===== src/rtl/cpu_hazard_pkg.sv =====
// cpu_hazard_pkg: shared FSM state encoding and parameter defaults for the hazard detection unit.
package cpu_hazard_pkg;
  typedef enum logic [1:0] {
    HZ_RUN       = 2'd0,
    HZ_LU_BUBBLE = 2'd1,
    HZ_MEM_WAIT  = 2'd2
  } hz_state_e;
  localparam int DEF_REG_ADDR_W     = 5;
  localparam int DEF_TIMEOUT_CYCLES = 256;
endpackage


===== src/rtl/hazard_stall_watchdog.sv =====
// hazard_stall_watchdog: counts consecutive memory-stall cycles and raises a sticky timeout flag.
module hazard_stall_watchdog #(
  parameter int TIMEOUT_CYCLES = 256,
  parameter int WAIT_W         = $clog2(TIMEOUT_CYCLES + 1)
) (
  input  logic              clk,
  input  logic              rst,
  input  logic              in_wait,
  input  logic              mstall,
  output logic [WAIT_W-1:0] wait_cnt,
  output logic              timeout
);
  // The edge entering the wait counts as cycle 1; the flag rises on the edge that completes cycle TIMEOUT_CYCLES.
  always_ff @(posedge clk or posedge rst) begin
    if (rst) begin
      wait_cnt <= '0;
      timeout  <= 1'b0;
    end else if (in_wait && mstall) begin
      wait_cnt <= (wait_cnt == WAIT_W'(TIMEOUT_CYCLES)) ? wait_cnt : wait_cnt + 1'b1;
      if (wait_cnt >= WAIT_W'(TIMEOUT_CYCLES - 1)) timeout <= 1'b1;
    end else begin
      wait_cnt <= mstall ? WAIT_W'(1) : '0;
    end
  end
endmodule


===== src/rtl/hazard_detection_unit.sv =====
// hazard_detection_unit: load-use, branch gating and memory-freeze control for the pipeline.
// Define HAZ_PERF_CNT_EN to build the saturating stall performance counters.
module hazard_detection_unit
  import cpu_hazard_pkg::*;
#(
  parameter int REG_ADDR_W     = DEF_REG_ADDR_W,
  parameter int TIMEOUT_CYCLES = DEF_TIMEOUT_CYCLES,
  parameter int CNT_W          = 32
) (
  input  logic                  CLK,
  input  logic                  RESET,
  input  logic [REG_ADDR_W-1:0] ID_RS1_ADDR,
  input  logic [REG_ADDR_W-1:0] ID_RS2_ADDR,
  input  logic                  ID_RS1_USED,
  input  logic                  ID_RS2_USED,
  input  logic [REG_ADDR_W-1:0] EX_RD_ADDR,
  input  logic                  EX_MEM_READ,
  input  logic                  MEM_ACCESS,
  input  logic                  DMEM_BUSY,
  input  logic                  BJ_SIG,
  output logic                  BJ_SIG_OUT,
  output logic                  LU_HAZ_SIG,
  output logic                  PC_HOLD,
  output logic                  PIPE_STALL,
  output logic                  MEM_TIMEOUT,
  output logic [CNT_W-1:0]      LU_STALL_CNT,
  output logic [CNT_W-1:0]      MEM_STALL_CNT
);
  localparam int WAIT_W = $clog2(TIMEOUT_CYCLES + 1);
  hz_state_e         state, state_n;
  logic              mstall, haz;
  logic [WAIT_W-1:0] wait_cnt;
  assign mstall = MEM_ACCESS && DMEM_BUSY;
  assign haz = EX_MEM_READ && (EX_RD_ADDR != '0) &&
               ((ID_RS1_USED && ID_RS1_ADDR == EX_RD_ADDR) || (ID_RS2_USED && ID_RS2_ADDR == EX_RD_ADDR));
  // Priority: memory freeze over branch/jump over load-use; all forced low during reset.
  assign PIPE_STALL = !RESET && mstall;
  assign BJ_SIG_OUT = !RESET && BJ_SIG && !mstall;
  assign LU_HAZ_SIG = !RESET && haz && !BJ_SIG && !mstall && (state == HZ_RUN);
  assign PC_HOLD    = LU_HAZ_SIG || PIPE_STALL;
  always_comb begin
    state_n = mstall ? HZ_MEM_WAIT : LU_HAZ_SIG ? HZ_LU_BUBBLE : HZ_RUN;
  end
  always_ff @(posedge CLK or posedge RESET) begin
    if (RESET) state <= HZ_RUN;
    else       state <= state_n;
  end
  hazard_stall_watchdog #(
    .TIMEOUT_CYCLES(TIMEOUT_CYCLES),
    .WAIT_W        (WAIT_W)
  ) u_watchdog (
    .clk     (CLK),
    .rst     (RESET),
    .in_wait (state == HZ_MEM_WAIT),
    .mstall  (mstall),
    .wait_cnt(wait_cnt),
    .timeout (MEM_TIMEOUT)
  );
`ifdef HAZ_PERF_CNT_EN
  always_ff @(posedge CLK or posedge RESET) begin
    if (RESET) begin
      LU_STALL_CNT  <= '0;
      MEM_STALL_CNT <= '0;
    end else begin
      if (LU_HAZ_SIG && !(&LU_STALL_CNT)) LU_STALL_CNT <= LU_STALL_CNT + CNT_W'(1);
      if (PIPE_STALL && !(&MEM_STALL_CNT)) MEM_STALL_CNT <= MEM_STALL_CNT + CNT_W'(1);
    end
  end
`else
  assign LU_STALL_CNT  = '0;
  assign MEM_STALL_CNT = '0;
`endif
endmodule


===== config.mk =====
export PLATFORM = sky130hd
export DESIGN_NAME = hazard_detection_unit
export DESIGN_NICKNAME = d
export VERILOG_FILES = /design/src/rtl/cpu_hazard_pkg.sv /design/src/rtl/hazard_stall_watchdog.sv /design/src/rtl/hazard_detection_unit.sv
export SDC_FILE = /design/constraint.sdc
export NUM_CORES = 1
export LEC_CHECK = 0
export ABC_AREA = 1
export BUFFER_PORTS_ARGS = -buffer_cell sky130_fd_sc_hd__buf_2
export CAP_MARGIN = 20
export CORE_ASPECT_RATIO = 0.5
export CORE_MARGIN = 2
export CORE_UTILIZATION = 42
export DETAILED_ROUTE_END_ITERATION = 8
export GPL_ROUTABILITY_DRIVEN = 1
export PLACE_DENSITY = 0.81
export SETUP_SLACK_MARGIN = 0.15
export SYNTH_ARGS = -nofsm -noshare
export SYNTH_HDL_FRONTEND = slang
export SYNTH_SLANG_ARGS = --single-unit

===== constraint.sdc =====
create_clock -name CLK -period 2.1 [get_ports CLK]
set_clock_uncertainty 0.15 [all_clocks]
set_input_delay 0.105 -clock CLK [delete_from_list [all_inputs] [get_ports CLK]]
set_output_delay 0.105 -clock CLK [all_outputs]
set_load 0.02 [all_outputs]

==> results.json, run 1 <==
{
  "critical_path_class": "primary input to output pin",
  "internal_power_uw": 435,
  "syn_to_final_growth_pct": 1.02,
  "grt_remaining_overflow": 0,
  "drive_above_1_share_pct": 17.4,
  "ant_nets": 0,
  "p_clk_share_pct": 37.6,
  "die_area_mm2": 0.00370,
  "antenna_found_initial": 0,
  "grt_pass1_wl_mm": 3.32,
  "drtPass1Iterations": 4,
  "clk_latency_ns": 0.24,
  "comb_power_share_pct": 27.5,
  "io_pins": 92,
  "die_h_um": 44.0,
  "worstPathRequired_ns": 1.85,
  "syn_inst": 203,
  "total_power_uw": 674,
  "clkTransAtPathRegs_ns": 0.06,
  "leakagePower_uw": 0.000864,
  "crit_path_max_incr_delay_ns": 0.53,
  "grt_start_max_net_pins": 14,
  "core_mm2": 0.00303,
  "min_from": "DMEM_BUSY",
  "h-tree-depth": 1,
  "post-place-ws_ns": 0.442,
  "dieWidth_um": 84.0,
  "cts_tree": "built",
  "report.final.hold_viol_count": 0,
  "finalWirelength_mm": 2.19,
  "cellPowerDensity_mw_per_mm2": 496,
  "root_buffer": "clkbuf_8",
  "rsz0062_at_grt": "false",
  "r2r_start": "u_watchdog.wait_cnt[0]",
  "io_buffers": 27,
  "max-vdd-ir-drop_mv": 0.221,
  "syn_area_mm2": 0.00135,
  "crit_fanout": 3,
  "critical_path.startpoint_type": "primary input",
  "globalplace.congestion": 0.859,
  "cap_violations": 0,
  "grt_util_all_layers_pct": 11.0,
  "ys_top_cells_by_area": "buf_4, dfrtp_1, nand2_1, inv_1, nor2_1",
  "seq_power_share_pct": 35.0,
  "synth_top_area_cell": "buf_4",
  "max_freq_mhz": 577,
  "antenna_cells": 0,
  "swShare_pct": 35.5,
  "row_count": 14,
  "avgViaCountPerCell": 3.84,
  "cp.arrival_ns": 1.48,
  "cts_max_path_buffers": 2,
  "ys_ff_latch": 12,
  "worst_path_max_delay_cell": "dlygate4sd3_1",
  "cts_buffers": 3,
  "yosysWarningCount": 0,
  "reg2reg_slack_ns": 0.43,
  "finalCritPeriodShare_pct": 82.5,
  "r2r_end": "u_watchdog.timeout",
  "worst_path_most_repeated_cell": "nand2_1",
  "nets": 262,
  "outcome": "finished clean",
  "drv_slew": 0,
  "first_global_vias": 830,
  "endpoint": "PC_HOLD",
  "finalCriticalPeriod_ns": 1.73,
  "ys_types": 20,
  "setup_tns_ns": 0,
  "endpoint_kind": "output pin",
  "reg2reg_depth": 7,
  "dpl.hpwl_mm": 1.86,
  "drc": 0,
  "worstPathCellList": "dlygate4sd3_1 > buf_2 > inv_1 > nand2_1 > nor2_1 > nand3_1 > nor2_1 > nand2_1 > nand2_1 > buf_2",
  "hold_class": "primary input to register",
  "final_util_pct": 44.8,
  "holdWs_ns": 0.0154,
  "fin_ws_ns": 0.368,
  "finalSetupViolCount": 0,
  "dr.first_iter.drc_count": 38,
  "worstSetupStartpoint": "RESET",
  "synth.top_cell.area_share_pct": 35.7,
  "syn_area_per_cell_um2": 6.63,
  "vias": 1056,
  "wire_per_inst_um": 7.96,
  "start_util_pct": 44.4,
  "p_sw_uw": 239,
  "yosysSeqAreaShare_pct": 22.3,
  "clkSinkCount": 12
}
[Yosys cell counts (all sizes together)]
cell type and number:
a21oi 5, inv 28, ha 3, conb 1, o21ai 3, nand3 8
nand2 47, nand4 2, nor3 5, or2 2, nor2 22, dfrtp 12
buf 64, xor2 1
[cell usage in the layout (no fill, tap or decap), drive strengths merged]
cell	instances
a21oi	5
buf	28
clkbuf	4
conb	64
dfrtp	12
dlygate4sd3	1
ha	3
inv	28
nand2	47
nand3	8
nand4	2
nor2	22
nor3	5
o21ai	3
or2	2
xor2	1
[critical path, delay by kind of cell]
family	cells	cell delay (ns)
AND/OR/NAND/NOR	6	0.49
buffers and inverters	4	0.88
[sequential cells by signal, indices dropped and copies added (netlist names)]
signal / cells
u_watchdog.wait_cnt: 9
state: 2
u_watchdog.timeout: 1
[through the flow]
stage | instances | cell area (um^2)
floorplan | 266 | 1580
global placement | 270 | 1290
detailed placement | 270 | 1290
CTS | 275 | 1360
global route | 275 | 1360
finish | 275 | 1360
[logic make-up (layout without fill, tap and decap cells)]
kind of cell / count (synthesis) / after routing / synth area share [%]
buffers and inverters: 92 / 61 / 43.5
and+or+nand+nor: 86 / 86 / 27.4
DFF: 12 / 12 / 22.3
AOI/OAI and AO/OA: 8 / 8 / 2.98
adders and majority gates: 3 / 3 / 2.79
other: 1 / 64 / 0.279
xor gates and xnor gates: 1 / 1 / 0.651
[worst min-delay path by stage]
| stage | to | slack [ns] | cells after the start |
|---|---|---|---|
| 6_report | state[1] | 0.02 | 3 |
| 5_1_grt | state[1] | 0.03 | 3 |
| 4_1_cts | state[1] | 0.02 | 3 |
| 3_5_place_dp | state[0] | 0.02 | 3 |
| 3_3_place_gp | state[0] | 0.02 | 3 |
| 2_1_floorplan | state[0] | -0.16 | 1 |
[power by group through the flow]
| stage | clock [uW] | sequential, uW | combinational, uW |
|---|---|---|---|
| 6_report | 253 | 236 | 185 |
| 5_1_grt | 268 | 236 | 203 |
| 4_1_cts | 254 | 236 | 183 |
| 3_5_place_dp | 0 | 240 | 181 |
| 3_3_place_gp | 0 | 239 | 179 |
| 2_1_floorplan | 0 | 239 | 235 |
[metal layers]
metal | up-vias | routed length, um | GRT usage, %
met1 | 458 | 907 | 12.7
met3 | 4 | 152 | 1.31
met4 | 0 | 36 | 4.52
li1 | 546 | - | -
met5 | - | 0 | 0
met2 | 48 | 1090 | 21.4
[what timing repair did]
action                                 in CTS  in global routing
gates resized for setup                     0                  0
setup buffers                               0                  0
hold buffers                                1                  0
endpoints found under the hold margin      12                  0
[final cells by class]
class	instances	area (um^2)
sequential	12	300
clock buffer	4	55.1
tap	40	50.0
multi-input combinational	162	696
fill	322	1670
timing repair buffer	29	153
inverter	28	105
No activity file was read; power rests on OpenSTA's default activity.
==> run 2: changes to the inputs <==
--- a/config.mk
+++ b/config.mk
@@ -10,10 +10,10 @@
 export CAP_MARGIN = 20
 export CORE_ASPECT_RATIO = 0.5
 export CORE_MARGIN = 2
-export CORE_UTILIZATION = 42
+export CORE_UTILIZATION = 38
 export DETAILED_ROUTE_END_ITERATION = 8
 export GPL_ROUTABILITY_DRIVEN = 1
-export PLACE_DENSITY = 0.81
+export PLACE_DENSITY = 0.77
 export SETUP_SLACK_MARGIN = 0.15
 export SYNTH_ARGS = -nofsm -noshare
 export SYNTH_HDL_FRONTEND = slang
==> constraint.sdc (replaced) <==
create_clock -name CLK -period 1.4 [get_ports CLK]
set_clock_uncertainty 0.15 [all_clocks]
set_input_delay 0.07 -clock CLK [delete_from_list [all_inputs] [get_ports CLK]]
set_output_delay 0.07 -clock CLK [all_outputs]
set_load 0.02 [all_outputs]
==> run 2 against run 1 <==
Effect of this change:
- the run now ends with setup timing left
- clock-buffer cell count decreased by 1
- highest routed layer unchanged
- global-route usage is 0.30 points higher
- die area grew 9.8%
- largest power group is now sequential cells
- worst hold slack improved by 0.099 ns
- non-clock buffer count up 11
- worst setup slack worse by 0.53 ns
- power grew 43%
- sequential share of layout area is 2.5 points lower
- design area increased by 13%
- final cell count is 7.6% higher
==> results.json, run 2 (synthesis gave the netlist of run 1 again) <==
{
  "outcome": "finished with violations",
  "violations": "setup timing",
  "cts_tree": "built",
  "clk_latency_ns": 0.24,
  "root_buffer": "clkbuf_8",
  "dpl.hpwl_mm": 1.93,
  "crit_fanout": 2,
  "nets": 273,
  "cts_max_path_buffers": 2,
  "leakagePower_uw": 0.000919,
  "clkTransAtPathRegs_ns": 0.05,
  "grt_util_all_layers_pct": 11.3,
  "antenna_found_initial": 0,
  "fin_ws_ns": -0.159,
  "drive_above_1_share_pct": 25.7,
  "ant_nets": 0,
  "dieWidth_um": 88.1,
  "cts_buffers": 3,
  "ff_latch_area_um2": 300,
  "grt_remaining_overflow": 0,
  "critical_path.startpoint_type": "register",
  "place_inst": 288,
  "clkSinkCount": 12,
  "globalplace.congestion": 0.867,
  "finalCriticalPeriod_ns": 1.56,
  "antenna_cells": 0,
  "die_h_um": 46.1,
  "wire_per_inst_um": 8.39,
  "finalSetupViolCount": 7,
  "drc": 0,
  "grt_util_met2_pct": 22.1,
  "drtPass1Iterations": 4,
  "finalWirelength_mm": 2.48,
  "top_register": "u_watchdog.wait_cnt",
  "hold_class": "primary input to register",
  "endpoint_kind": "register",
  "largest_reg_flops": 9,
  "dr.first_iter.drc_count": 18,
  "nFillCells": 358,
  "row_count": 15,
  "placed_area_mm2": 0.00136,
  "cp.arrival_ns": 1.53,
  "grt-busiest-layer": "met2",
  "tightest_slew_ns": 0.552,
  "internal_power_uw": 608,
  "die_area_mm2": 0.00406,
  "final_common_cell": "conb_1",
  "grt_start_max_net_pins": 13,
  "gr-usage-met3_pct": 2.87,
  "reg_top3": "u_watchdog.wait_cnt: 9 flops, state: 2 flops, u_watchdog.timeout: 1 flops",
  "h-tree-depth": 1,
  "rsz0062_at_grt": "true",
  "max-vdd-ir-drop_mv": 0.191,
  "avgViaCountPerCell": 3.68,
  "holdWs_ns": 0.114,
  "multi_input_area_um2": 756,
  "worstPathRequired_ns": 1.38,
  "vias": 1088,
  "fin_cells": 296,
  "p_sw_uw": 355,
  "final_util_pct": 44.9,
  "max_slew_margin_pct": 63.1,
  "syn_to_final_growth_pct": 14.0,
  "report.final.hold_viol_count": 0,
  "finish.instance_area_mm2": 0.00153,
  "drv_slew": 0,
  "io_buffers": 27,
  "critical_path_class": "register to register",
  "cap_violations": 0,
  "start_util_pct": 39.4,
  "swShare_pct": 36.9,
  "first_global_vias": 858,
  "grt_pass1_wl_mm": 3.50,
  "comb_power_share_pct": 31.1,
  "finalCritPeriodShare_pct": 111,
  "final_cell_mix": "conb_1, nand2_1, buf_2",
  "core_mm2": 0.00342,
  "max_freq_mhz": 641,
  "grt_use_met1_pct": 12.3,
  "cellPowerDensity_mw_per_mm2": 628,
  "seq_power_share_pct": 36.7,
  "p_clk_share_pct": 32.2,
  "io_pins": 92,
  "setup_tns_ns": -0.385
}
[run 2: through the flow]
stage | power, uW | worst slack, ns
after floorplan | 712 | -0.150
after detailed placement | 637 | -0.150
after global placement | 632 | -0.0896
after CTS | 972 | -0.152
after global routing | 1030 | -0.202
final | 963 | -0.159
[run 2: final timing paths]
path / from / to / slack, ns / depth (start not counted)
max in group asynchronous: RESET / u_watchdog.wait_cnt[4] / 0.36 / 4
min in group asynchronous: RESET / u_watchdog.wait_cnt[8] / 0.38 / 4
min: BJ_SIG / state[0] / 0.11 / 6
min reg2reg: u_watchdog.timeout / u_watchdog.timeout / 0.32 / 1
max reg2reg: u_watchdog.wait_cnt[1] / u_watchdog.timeout / -0.16 / 7
max: u_watchdog.wait_cnt[1] / u_watchdog.timeout / -0.16 / 7
[run 2: area by class of cell]
type	instances	share of cell area (%)
Multi-Input combinational cell	162	49.3
Sequential cell	12	19.6
Timing Repair Buffer	40	17.1
Inverter	28	7.18
Tap cell	51	4.16
Clock buffer	3	2.69
[run 2: critical path, stage by stage, from the launching register on]
cell and delay, ns:
dfrtp_1 0.39, ha_2 0.20, nand4_1 0.12, nor3_2 0.05
ha_2 0.16, nor2_1 0.09, a21oi_1 0.08, or2_1 0.20
[run 2: power groups by stage]
stage               sequential, uW  combinational [uW]  clock, uW
detailed placement             359                 278          0
global route                   353                 333        340
global placement               358                 274          0
CTS                            353                 293        326
floorplan                      359                 353          0
finish                         353                 299        311
[run 2: per-layer routing]
| metal | wire length [um] | share of wire (%) |
|---|---|---|
| met1 | 990 | 40 |
| met2 | 1290 | 52 |
| met3 | 166 | 6.7 |
| met4 | 35 | 1.4 |
| met5 | 0 | 0 |
[run 2: timing repair]
| item | in CTS | in global routing |
|---|---|---|
| setup endpoints to repair | 10 | 12 |
| setup buffers | 3 | 0 |
| hold endpoints to repair | 13 | 0 |
| hold buffers | 2 | 0 |
| gates resized for setup | 17 | 9 |
| pin swaps | 10 | 5 |
